===== src/rtl/rgb_ac1c2_seq.sv =====
`default_nettype none
// ============================================================================
// Module   : rgb_ac1c2_seq
// Purpose  : Sequenced RGB -> AC1C2 colour transform. One shared 16x9 signed
//            multiplier is stepped through nine multiply-accumulate cycles
//            per pixel. A 3x3 Q3.13 coefficient bank is written over a
//            simple config port while the block is idle.
// Revision : 1.0 - initial release
// ============================================================================
module rgb_ac1c2_seq (
  input  logic        i_clk,
  input  logic        i_rst_n,
  input  logic        i_cfg_we,
  input  logic [3:0]  i_cfg_addr,
  input  logic [15:0] i_cfg_data,
  output logic        o_cfg_err,
  input  logic        i_valid,
  output logic        o_ready,
  input  logic [7:0]  i_R,
  input  logic [7:0]  i_G,
  input  logic [7:0]  i_B,
  output logic        o_valid,
  input  logic        i_ready,
  output logic [31:0] o_A,
  output logic [31:0] o_C1,
  output logic [31:0] o_C2,
  output logic        o_busy
);

  typedef enum logic [1:0] {
    S_IDLE = 2'd0,
    S_MAC  = 2'd1,
    S_DONE = 2'd2
  } state_t;

  localparam logic [3:0] c_LAST_K   = 4'd8;
  localparam logic [3:0] c_NUM_COEF = 4'd9;

  state_t             r_state;
  state_t             w_state_nxt;
  logic               w_accept;
  logic               w_mac_last;

  logic [3:0]         r_k;
  logic signed [15:0] r_coef [0:8];
  logic [7:0]         r_pix  [0:2];
  logic signed [24:0] r_acc  [0:2];
  logic               r_ready;
  logic               r_valid;
  logic               r_cfg_err;
  logic [31:0]        r_a;
  logic [31:0]        r_c1;
  logic [31:0]        r_c2;

  logic               w_cfg_hit;
  logic               w_cfg_wr;
  logic               w_cfg_rej;
  logic [1:0]         w_row;
  logic [1:0]         w_col;
  logic [7:0]         w_pix;
  logic signed [15:0] w_coef;
  logic signed [24:0] w_acc_sel;
  logic signed [24:0] w_coef_ext;
  logic signed [24:0] w_pix_ext;
  logic signed [24:0] w_prod;
  logic signed [24:0] w_acc_sum;
  logic signed [24:0] w_final [0:2];

  // Result word: sign-extended accumulator scaled by 8.
  function automatic logic [31:0] f_fmt(input logic signed [24:0] a);
    return {{4{a[24]}}, a, 3'b000};
  endfunction

  // Coefficient writes: only in-range addresses matter; busy writes are rejected.
  assign w_cfg_hit = i_cfg_we && (i_cfg_addr < c_NUM_COEF);
  assign w_cfg_wr  = w_cfg_hit && (r_state == S_IDLE);
  assign w_cfg_rej = w_cfg_hit && (r_state != S_IDLE);

  // State register.
  always_ff @(posedge i_clk or negedge i_rst_n) begin
    if (!i_rst_n) r_state <= S_IDLE;
    else          r_state <= w_state_nxt;
  end

  // Next-state logic and per-cycle strobes.
  always_comb begin
    w_state_nxt = r_state;
    w_accept    = 1'b0;
    w_mac_last  = 1'b0;
    case (r_state)
      S_IDLE: begin
        if (i_valid && r_ready) begin
          w_accept    = 1'b1;
          w_state_nxt = S_MAC;
        end
      end
      S_MAC: begin
        if (r_k == c_LAST_K) begin
          w_mac_last  = 1'b1;
          w_state_nxt = S_DONE;
        end
      end
      S_DONE: begin
        if (i_ready) w_state_nxt = S_IDLE;
      end
      default: w_state_nxt = S_IDLE;
    endcase
  end

  // Map step k onto (row, col) of the coefficient matrix.
  always_comb begin
    w_row = 2'd0;
    w_col = 2'd0;
    case (r_k)
      4'd0: begin w_row = 2'd0; w_col = 2'd0; end
      4'd1: begin w_row = 2'd0; w_col = 2'd1; end
      4'd2: begin w_row = 2'd0; w_col = 2'd2; end
      4'd3: begin w_row = 2'd1; w_col = 2'd0; end
      4'd4: begin w_row = 2'd1; w_col = 2'd1; end
      4'd5: begin w_row = 2'd1; w_col = 2'd2; end
      4'd6: begin w_row = 2'd2; w_col = 2'd0; end
      4'd7: begin w_row = 2'd2; w_col = 2'd1; end
      4'd8: begin w_row = 2'd2; w_col = 2'd2; end
      default: begin w_row = 2'd0; w_col = 2'd0; end
    endcase
  end

  // Operand selection for the shared multiplier and the active accumulator.
  always_comb begin
    w_pix     = r_pix[0];
    w_acc_sel = r_acc[0];
    case (w_col)
      2'd1:    w_pix = r_pix[1];
      2'd2:    w_pix = r_pix[2];
      default: w_pix = r_pix[0];
    endcase
    case (w_row)
      2'd1:    w_acc_sel = r_acc[1];
      2'd2:    w_acc_sel = r_acc[2];
      default: w_acc_sel = r_acc[0];
    endcase
  end

  // k never exceeds 8 while the multiplier result is consumed.
  assign w_coef     = r_coef[r_k];
  assign w_coef_ext = {{9{w_coef[15]}}, w_coef};
  assign w_pix_ext  = {17'd0, w_pix};
  // The true product always fits in 25 bits; accumulation wraps mod 2^25.
  assign w_prod     = w_coef_ext * w_pix_ext;
  assign w_acc_sum  = w_acc_sel + w_prod;

  // Accumulator values after this cycle's MAC, used for both update and result capture.
  for (genvar gi = 0; gi < 3; gi++) begin : g_final
    assign w_final[gi] = (w_row == 2'(gi)) ? w_acc_sum : r_acc[gi];
  end

  // Datapath: coefficient bank, pixel latch, step counter, accumulators, results.
  always_ff @(posedge i_clk or negedge i_rst_n) begin
    if (!i_rst_n) begin
      for (int i = 0; i < 9; i++) r_coef[i] <= '0;
      for (int i = 0; i < 3; i++) begin
        r_pix[i] <= '0;
        r_acc[i] <= '0;
      end
      r_k  <= '0;
      r_a  <= '0;
      r_c1 <= '0;
      r_c2 <= '0;
    end else begin
      // A write in the same cycle as pixel acceptance is visible from the first MAC.
      if (w_cfg_wr) r_coef[i_cfg_addr] <= i_cfg_data;
      if (w_accept) begin
        r_pix[0] <= i_R;
        r_pix[1] <= i_G;
        r_pix[2] <= i_B;
        for (int i = 0; i < 3; i++) r_acc[i] <= '0;
        r_k <= '0;
      end else if (r_state == S_MAC) begin
        for (int i = 0; i < 3; i++) r_acc[i] <= w_final[i];
        r_k <= r_k + 4'd1;
      end
      if (w_mac_last) begin
        r_a  <= f_fmt(w_final[0]);
        r_c1 <= f_fmt(w_final[1]);
        r_c2 <= f_fmt(w_final[2]);
      end
    end
  end

  // Handshake flags and config error pulse.
  always_ff @(posedge i_clk or negedge i_rst_n) begin
    if (!i_rst_n) begin
      r_ready   <= 1'b0;
      r_valid   <= 1'b0;
      r_cfg_err <= 1'b0;
    end else begin
      r_ready   <= (w_state_nxt == S_IDLE);
      r_valid   <= (w_state_nxt == S_DONE);
      r_cfg_err <= w_cfg_rej;
    end
  end

  assign o_ready   = r_ready;
  assign o_valid   = r_valid;
  assign o_cfg_err = r_cfg_err;
  assign o_busy    = (r_state != S_IDLE);
  assign o_A       = r_a;
  assign o_C1      = r_c1;
  assign o_C2      = r_c2;

endmodule
`default_nettype wire


===== config.mk =====
export PLATFORM = sky130hd
export DESIGN_NAME = rgb_ac1c2_seq
export DESIGN_NICKNAME = d
export VERILOG_FILES = /design/src/rtl/rgb_ac1c2_seq.sv
export SDC_FILE = /design/constraint.sdc
export NUM_CORES = 1
export LEC_CHECK = 0
export ABC_AREA = 1
export CAP_MARGIN = 20
export CELL_PAD_IN_SITES_DETAIL_PLACEMENT = 1
export CELL_PAD_IN_SITES_GLOBAL_PLACEMENT = 1
export CORE_UTILIZATION = 41
export DETAILED_ROUTE_END_ITERATION = 7
export GPL_TIMING_DRIVEN = 0
export PLACE_DENSITY = 0.9
export SYNTH_ARGS = -nofsm -noshare
export SYNTH_HDL_FRONTEND = slang
export SYNTH_SLANG_ARGS = --single-unit

===== constraint.sdc =====
create_clock -name i_clk -period 7.2 [get_ports i_clk]
set_input_delay 1.44 -clock i_clk [delete_from_list [all_inputs] [get_ports i_clk]]
set_output_delay 1.44 -clock i_clk [all_outputs]
set_load 0.02 [all_outputs]

==> impl_metrics.py, run 1 <==
metrics = {
    "global_routing": {
        "grt_pass1_vias": 21990,
        "grt_usage_pct": 32.38,
        "grt-ovfl-total": 0,
        "antenna_found_initial": 1,
        "grt_pass1_wl_um": 126900,
        "grt_max_degree": 117,
    },
    "detailed_routing": {
        "drtIter0Drc": 2248,
        "firstDrtPassIters": 6,
        "highest_layer": "met5",
        "wire_per_inst_um": 25.31,
        "via_count": 21220,
        "route.met3.wl_um": 8569,
        "wl_um": 88420,
        "avgViaCountPerCell": 6.074,
        "dr_wl_met2_um": 41490,
        "drt-met1-wl_um": 32100,
        "drc": 0,
        "ant_nets": 0,
    },
    "status": {
        "violations": "negative setup slack",
        "status": "finished, violations left",
    },
    "worst_setup_path": {
        "crit_arrival_ns": 8.24,
        "worst_path_most_repeated_cell": "nand2_1",
        "max_stage_delay_ns": 0.85,
        "crit_required_ns": 7.69,
        "timing.critical_path.to_type": "register",
        "cp_slowest_cell": "a211oi_1",
        "crit_type": "reg2reg",
        "cp-start-kind": "register",
        "worstPathMaxFanout": 10,
    },
    "sta": {
        "period_minus_slack_ns": 7.753,
        "setup_violations": 97,
        "relSlewSlack_pct": 21.68,
        "maxSlewViolCount": 0,
        "skew_ns": 0.01981,
        "whs_ns": 0.4698,
        "hold_violations": 0,
        "worst_pin_slew_ns": 1.175,
        "finalCritPeriodShare_pct": 107.7,
        "fmax_ghz": 0.1290,
        "fin_ws_ns": -0.5531,
    },
    "cts": {
        "clock_latency_ns": 0.58,
        "cts.sinks": 327,
        "path_clk_slew_ns": 0.06,
        "ctsHtreeMaxLevel": 2,
        "root_buffer": "clkbuf_16",
        "numCtsBuffers": 38,
        "cts_hold_buf": 0,
        "cts_tree": "done",
        "cts_buffer_depth": 3,
    },
    "synth": {
        "yosysWarnings": 0,
        "ys.flop_type": "dfrtp_1",
        "async_flop_share_pct": 100.0,
        "synth.avg_cell_area_um2": 8.088,
        "synth-seq-area-share_pct": 39.51,
        "synthDistinctLibCells": 42,
        "synth_edf_count": 0,
        "synth_largest_area_cell": "dfrtp_1",
        "synthTopCellsByArea": "dfrtp_1, nand2_1, fa_1",
        "syn_inst": 2561,
        "netlist_area_mm2": 0.02071,
        "synth_seq_cells": 327,
        "synth_top_area_share_pct": 39.51,
    },
    "placement": {
        "gp_congestion": 0.9922,
        "portBuffers": 139,
        "post-place-cells": 3382,
        "place_hpwl_um": 57100,
    },
    "finish": {
        "layout-drive-gt1-share_pct": 12.44,
        "diodes": 0,
        "finalNonFillerCells": 3493,
        "final_common_cell": "nand2_1",
        "final_cell_mix": "nand2_1, dfrtp_1, inv_1",
        "area_growth_pct": 23.05,
        "nets": 3030,
    },
    "floorplan": {
        "die_x_um": 226.8,
        "rows": 82,
        "dieArea_mm2": 0.05142,
        "start_util_pct": 41.45,
        "coreArea_mm2": 0.04997,
        "die_h_um": 226.8,
        "ios": 149,
    },
    "job": {
        "maxCapViolCount": 0,
    },
    "hold_path": {
        "hp-class": "reg2reg",
    },
}
## worst paths after layout
path / start / to / slack, ns / depth (start not counted)
max: r_k[0]$_DFFE_PN0P_ / r_acc[18]$_DFFE_PN0P_ / -0.55 / 25
min: o_C2[4]$_DFFE_PN0P_ / o_C2[4]$_DFFE_PN0P_ / 0.47 / 2
max reg2reg: r_k[0]$_DFFE_PN0P_ / r_acc[18]$_DFFE_PN0P_ / -0.55 / 25
min reg2reg: o_C2[4]$_DFFE_PN0P_ / o_C2[4]$_DFFE_PN0P_ / 0.47 / 2
max in group asynchronous: i_rst_n / r_acc[51]$_DFFE_PN0P_ / 5.15 / 2
min in group asynchronous: i_rst_n / o_A[10]$_DFFE_PN0P_ / 0.94 / 1
## flip-flops by register name (all words and copies together), names as in the netlist
name,count
o_cfg_err,1
o_ready,1
o_C2,25
r_k,4
r_pix,24
r_coef,144
o_valid,1
o_A,25
r_acc,75
o_C1,25
r_state,2
## stage by stage
| step | setup TNS (ns) | instance area [um2] | setup slack (ns) | utilization (%) |
|---|---|---|---|---|
| after global routing | -43.76 | 25490 | -0.7082 | 51.01 |
| after floorplan | 0 | 20740 | 0.2268 | - |
| after global placement | -3240.44 | 22970 | -9.554 | 45.98 |
| final | -28.14 | 25490 | -0.5531 | 51.01 |
| after detailed placement | -165.67 | 23030 | -1.801 | 46.10 |
| after CTS | 0 | 24930 | 0.002864 | 49.90 |
## cell type report
cell class,instances,area (um2)
Fill cell,5983,24480
Buffer,134,713.2
Sequential cell,327,8183
Multi-Input combinational cell,1778,11330
Timing Repair Buffer,190,1861
Inverter,324,1240
Clock inverter,15,183.9
Tap cell,672,840.8
Clock buffer,53,1139
## worst max-delay path, delay by kind of cell, from the launching register on
| family | cells | cell delay, ns |
|---|---|---|
| simple gates | 10 | 1.83 |
| fa+ha+maj | 6 | 2.84 |
| compound gates | 4 | 1.48 |
| buf+inv | 5 | 1.12 |
| flops | 1 | 0.40 |
## kinds of logic (layout without fill, tap and decap cells)
kind of cell	Yosys count	in the layout	share of synthesized area, %
and+or+nand+nor	1121	1121	22.26
buffers and inverters	464	716	9.055
AOI/OAI and AO/OA	429	429	11.79
DFF	327	327	39.51
adders and majority gates	188	188	15.78
muxes	23	23	1.250
xor gates and xnor gates	8	8	0.3383
other	1	9	0.01811
## synthesized netlist by cell type, types with 15 or more instances
cell      instances
fa_1            122
nand2_1         782
nand3_1         186
buf_4            26
dfrtp_1         327
o21ai_1          23
inv_1           315
o21ai_0         245
nor2_1          108
a21oi_1          65
mux2_2           23
o221ai_1         20
buf_2            29
clkbuf_1         75
ha_1             66
or2_2            15
## routing by layer
| metal | vias to the layer above | track usage [%] |
|---|---|---|
| li1 | 8603 | - |
| met1 | 10590 | 39.42 |
| met2 | 1500 | 53.49 |
| met3 | 521 | 6.933 |
| met4 | 2 | 17.50 |
| met5 | - | 0 |
## repair_timing
action / CTS / global route
pin swaps: 14 / 27
buffers inserted: 23 / 25
setup endpoints to repair: 126 / 114
resized for setup: 100 / 92
gates cloned: 0 / 1
Power of run 1 is left out: the tool's default activity adds up to more than one toggle a clock period on the data nets, which glitch-free logic cannot reach.
==> run 2: changes to the inputs <==
- ABC_AREA: 1 -> default
- CORE_UTILIZATION: 41 -> 43
- PLACE_DENSITY: 0.9 -> 0.89
==> impl_metrics.py, run 2 <==
metrics = {
    "status": {
        "status": "finished, violations left",
        "violations": "negative setup slack",
    },
    "cts": {
        "cts_buffer_depth": 3,
        "numCtsBuffers": 38,
        "cts_tree": "done",
        "path_clk_slew_ns": 0.06,
        "clock_latency_ns": 0.58,
        "cts.sinks": 327,
        "root_buffer": "clkbuf_16",
        "ctsHtreeMaxLevel": 2,
    },
    "floorplan": {
        "dieArea_mm2": 0.04747,
        "die_h_um": 217.9,
        "ios": 149,
        "die_x_um": 217.9,
        "coreArea_mm2": 0.04567,
        "start_util_pct": 43.87,
        "rows": 78,
    },
    "placement": {
        "place_area_mm2": 0.02228,
        "place_hpwl_um": 48900,
        "place_ws_ns": -2.016,
        "portBuffers": 138,
        "gp_congestion": 0.9498,
    },
    "detailed_routing": {
        "drtIter0Drc": 1539,
        "drc": 0,
        "wire_per_inst_um": 28.81,
        "via_count": 17340,
        "wl_um": 80070,
        "avgViaCountPerCell": 6.241,
        "firstDrtPassIters": 7,
        "ant_nets": 0,
    },
    "synth": {
        "synth.avg_cell_area_um2": 10.64,
        "synthTopCellsByCount": "dfrtp_1, nand2_1, mux2_2",
        "synth_mux_area_share_pct": 13.46,
        "synth_largest_area_cell": "dfrtp_1",
        "synth_top_area_share_pct": 40.84,
        "synth-seq-area-share_pct": 40.84,
        "synthTopCellsByArea": "dfrtp_1, fa_1, mux2_2",
        "synth_top_family_by_area": "adder cells",
        "netlist_area_mm2": 0.02004,
        "synthDistinctLibCells": 65,
        "ys.flop_type": "dfrtp_1",
        "synthAdderAreaFrac_pct": 16.31,
        "yosysWarnings": 0,
        "synth_compound_area_share_pct": 11.75,
        "synth_edf_count": 0,
        "synth_xor_area_share_pct": 1.174,
        "synth-simple-area-share_pct": 11.48,
        "syn_inst": 1883,
        "async_flop_share_pct": 100.0,
        "yosysMostFrequentCell": "dfrtp_1",
        "synth_seq_cells": 327,
    },
    "sta": {
        "whs_ns": 0.4812,
        "maxSlewViolCount": 0,
        "worst_pin_slew_ns": 1.142,
        "skew_ns": 0.02449,
        "finalCritPeriodShare_pct": 104.6,
        "relSlewSlack_pct": 23.87,
        "hold_violations": 0,
        "fmax_ghz": 0.1328,
        "setup_violations": 85,
        "rsz0062_at_grt": "yes",
        "fin_ws_ns": -0.3291,
        "period_minus_slack_ns": 7.529,
    },
    "global_routing": {
        "grt_max_degree": 133,
        "grt_usage_pct": 31.65,
        "antenna_found_initial": 0,
        "grt-ovfl-total": 0,
        "grt_pass1_vias": 18980,
        "grt_pass1_wl_um": 114000,
    },
    "hold_path": {
        "min_path_cells": 2,
        "hp-class": "reg2reg",
    },
    "finish": {
        "largestRegisters": "r_coef: 144 flops, r_acc: 75 flops",
        "diodes": 0,
        "final_cell_area_mm2": 0.02538,
        "nets": 2390,
        "utilization_pct": 55.56,
        "layout-drive-gt1-share_pct": 24.64,
        "largest_reg_flops": 144,
        "regMostFlops": "r_coef",
        "area_growth_pct": 26.66,
        "final_common_cell": "dfrtp_1",
        "final_cell_mix": "dfrtp_1, nand2_1, mux2_2",
    },
    "worst_setup_path": {
        "timing.critical_path.to_type": "register",
        "ff2ff_path_depth": 25,
        "crit_arrival_ns": 7.95,
        "worstPathMaxFanout": 10,
        "cp_slowest_cell": "fa_1",
        "worst_path_most_repeated_cell": "fa_1",
        "max_stage_delay_ns": 0.67,
        "cp-start-kind": "register",
        "crit_type": "reg2reg",
        "crit_required_ns": 7.62,
    },
    "job": {
        "maxCapViolCount": 0,
    },
}
run 2: cell types whose count changed in the layout (fill, tap and decap cells not counted), moves of 17 or more:
cell	change
a22o_1	+31
a22oi_1	+24
a31oi_1	+17
buf_4	+21
inv_1	-197
mux2_2	+145
mux2i_1	+39
mux4_2	+18
nand2_1	-510
nand3_1	-154
nor2b_1	+18
nor3b_1	+28
o21ai_0	-123
o221ai_1	-20
run 2: worst max-delay path, delay by kind of cell (launching register included):
family	cells	cell delay, ns
flip-flops	1	0.43
buffers and inverters	8	1.46
multiplexers	1	0.39
adder cells (fa/ha/maj)	6	3.11
AND/OR/NAND/NOR	7	1.58
AO/OA/AOI/OAI	3	0.40
run 2: final timing paths:
check | from | end | slack, ns
max | r_k[0]$_DFFE_PN0P_ | o_C1[27]$_DFFE_PN0P_ | -0.33
min | o_C2[10]$_DFFE_PN0P_ | o_C2[10]$_DFFE_PN0P_ | 0.48
max reg2reg | r_k[0]$_DFFE_PN0P_ | o_C1[27]$_DFFE_PN0P_ | -0.33
min reg2reg | o_C2[10]$_DFFE_PN0P_ | o_C2[10]$_DFFE_PN0P_ | 0.48
max in group asynchronous | i_rst_n | r_k[1]$_DFFE_PN0P_ | 5.17
min in group asynchronous | i_rst_n | o_A[17]$_DFFE_PN0P_ | 0.87
run 2: logic make-up (layout without fill, tap and decap cells):
group                    Yosys count  after routing
XOR/XNOR                          26             26
AO/OA/AOI/OAI                    373            373
buffers and inverters            236            524
flip-flops                       327            327
AND/OR/NAND/NOR                  506            506
other                              1              9
adder cells (fa/ha/maj)          188            188
multiplexers                     226            226
run 2: layout make-up:
type | count | area [um2]
buffer | 115 | 668.1
clock buffer | 57 | 1176
clock inverter | 9 | 150.1
fill | 4813 | 20300
inverter | 113 | 436.7
multi-input combinational | 1328 | 11760
sequential | 327 | 8185
tap | 600 | 750.7
timing repair buffer | 230 | 2253
run 2: timing repair:
| action | 4_1_cts | 5_1_grt |
|---|---|---|
| setup endpoints to repair | 126 | 96 |
| gates cloned | 3 | 0 |
| setup buffers | 53 | 33 |
| pin swaps | 45 | 66 |
| resized for setup | 150 | 98 |
| hold buffers | 0 | 0 |
run 2: metal layers:
layer	wire length [um]	GRT usage, %
met1	28200	35.64
met2	40280	55.59
met3	5787	5.983
met4	5802	18.86
met5	0	0.4167
run 2: metrics by stage:
step           cells   TNS, ns
4_1_cts         2749         0
6_report        2779    -14.49
2_1_floorplan   1891         0
3_3_place_gp    2629  -3099.26
5_1_grt         2779    -36.79
3_5_place_dp    2633   -183.52
Power of run 2 is left out for the same reason.
==> run 3: changes to the inputs <==
- CORE_ASPECT_RATIO: default -> 0.9
- CTS_CLUSTER_DIAMETER: default -> 100
==> impl_metrics.py, run 3 (synthesized netlist as in run 2, its figures left out) <==
metrics = {
    "status": {
        "status": "finished, violations left",
        "violations": "design-rule violations, max-capacitance violations, max-slew violations, negative setup slack",
    },
    "cts": {
        "path_clk_slew_ns": 0.08,
        "cts_buffer_depth": 3,
        "cts_tree": "done",
        "cts.sinks": 327,
        "root_buffer": "clkbuf_16",
        "ctsHtreeMaxLevel": 2,
        "clock_latency_ns": 0.61,
        "numCtsBuffers": 36,
        "cts_hold_buf": 0,
    },
    "worst_setup_path": {
        "startpoint": "r_k[1]$_DFFE_PN0P_",
        "crit_required_ns": 7.62,
        "r2r_start": "r_k[1]$_DFFE_PN0P_",
        "cp_top_family": "compound AO/OA/AOI/OAI gates",
        "cp-start-kind": "register",
        "timing.critical_path.to_type": "register",
        "path_buf_inv": 5,
        "crit_arrival_ns": 9.11,
        "max_stage_delay_ns": 1.08,
        "path_cells": "clkbuf_4 -> nand2_1 -> clkbuf_4 -> o21ai_1 -> ha_1 -> clkbuf_1 -> clkbuf_1 -> buf_1 -> a22oi_1 -> o21ai_0 -> fa_1 -> ha_4 -> a211oi_4 -> o21bai_4 -> or4_4 -> nor3_4 -> nor2_4 -> a211oi_4 -> a31oi_1",
        "cp_slowest_cell": "o21ai_0",
        "worstPathMaxFanout": 10,
        "crit_type": "reg2reg",
    },
    "global_routing": {
        "grt-ovfl-total": 0,
        "grt_pass1_vias": 19530,
        "grt_pass1_wl_um": 121800,
        "antenna_found_initial": 7,
        "grt_max_degree": 129,
        "grt_usage_pct": 34.33,
    },
    "sta": {
        "relSlewSlack_pct": -1.844,
        "rsz0062_at_grt": "yes",
        "fmax_ghz": 0.1151,
        "period_minus_slack_ns": 8.691,
        "hold_violations": 0,
        "skew_ns": 0.02979,
        "worst_pin_slew_ns": 1.512,
        "finalCritPeriodShare_pct": 120.7,
        "setup_violations": 115,
        "fin_ws_ns": -1.491,
        "whs_ns": 0.4771,
        "maxSlewViolCount": 2,
    },
    "detailed_routing": {
        "via_count": 19520,
        "wire_per_inst_um": 36.44,
        "wl_um": 101300,
        "ant_nets": 0,
        "drtIter0Drc": 3179,
        "firstDrtPassIters": 8,
        "avgViaCountPerCell": 7.020,
        "drc": 8,
    },
    "finish": {
        "layout-drive-gt1-share_pct": 24.54,
        "multi_input_area_mm2": 0.01182,
        "nets": 2381,
        "final_cell_area_mm2": 0.02526,
        "largest_reg_flops": 144,
        "regMostFlops": "r_coef",
        "largestRegisters": "r_coef: 144 flops, r_acc: 75 flops",
        "fillers": 4727,
        "regArea_mm2": 0.008187,
        "area_growth_pct": 26.07,
        "final_cell_mix": "dfrtp_1, nand2_1, mux2_2",
        "final_common_cell": "dfrtp_1",
    },
    "placement": {
        "place_ws_ns": -1.788,
        "portBuffers": 138,
        "place_area_mm2": 0.02231,
        "place_hpwl_um": 49400,
        "gp_congestion": 0.9462,
    },
    "floorplan": {
        "die_x_um": 229.5,
        "coreArea_mm2": 0.04565,
        "start_util_pct": 43.90,
        "die_h_um": 206.8,
        "ios": 149,
        "dieArea_mm2": 0.04747,
        "rows": 74,
    },
    "hold_path": {
        "hold_start": "o_C1[13]$_DFFE_PN0P_",
        "hp-class": "reg2reg",
    },
    "job": {
        "maxCapViolCount": 1,
    },
}
==> run 3: cell type report <==
cell class	instances	share of cell area (%)
multi-input combinational	1328	46.79
sequential	327	32.41
timing repair buffer	222	8.470
clock buffer	49	3.997
tap	608	3.012
buffer	116	2.823
inverter	113	1.748
clock inverter	13	0.7083
antenna	4	0.03963
==> run 3: through the flow <==
stage	TNS, ns	std cells	utilization (%)
finish	-98.41	2780	55.34
global route	-94.16	2776	55.32
CTS	-0.9948	2753	53.79
detailed placement	-154.83	2643	48.87
global placement	-3104.45	2637	48.68
floorplan	0	1891	-
==> run 3: worst paths after layout <==
path | to | slack, ns | depth (start not counted)
setup / recovery | o_C2[25]$_DFFE_PN0P_ | -1.49 | 19
hold / removal | o_C1[13]$_DFFE_PN0P_ | 0.48 | 2
setup reg to reg | o_C2[25]$_DFFE_PN0P_ | -1.49 | 19
hold reg to reg | o_C1[13]$_DFFE_PN0P_ | 0.48 | 2
max in group asynchronous | r_pix[19]$_DFFE_PN0P_ | 5.19 | 2
min in group asynchronous | o_A[27]$_DFFE_PN0P_ | 0.82 | 1
==> run 3: repair_timing <==
action	CTS	global route
pin swaps	45	46
buffers inserted	53	23
setup endpoints to repair	126	119
resized for setup	137	142
cloned	1	0
==> run 3: worst register-to-register path: stages (launching register included) <==
cell,delay (ns)
dfrtp_2,0.50
clkbuf_4,0.34
nand2_1,0.30
clkbuf_4,0.35
o21ai_1,0.96
ha_1,0.30
clkbuf_1,0.33
clkbuf_1,0.61
buf_1,0.69
a22oi_1,0.16
o21ai_0,1.08
fa_1,0.62
ha_4,0.21
a211oi_4,0.32
o21bai_4,0.15
or4_4,0.57
nor3_4,0.28
nor2_4,0.13
a211oi_4,0.40
a31oi_1,0.22
==> run 3: per-layer routing <==
metal / part of all wire, % / up-vias / global-route usage (%)
li1: - / 6973 / -
met4: 10 / 12 / 24.29
met2: 43 / 1998 / 55.25
met5: 0.18 / - / 0
met1: 33 / 9655 / 39.72
met3: 14 / 878 / 9.986
Power of run 3 is left out for the same reason.
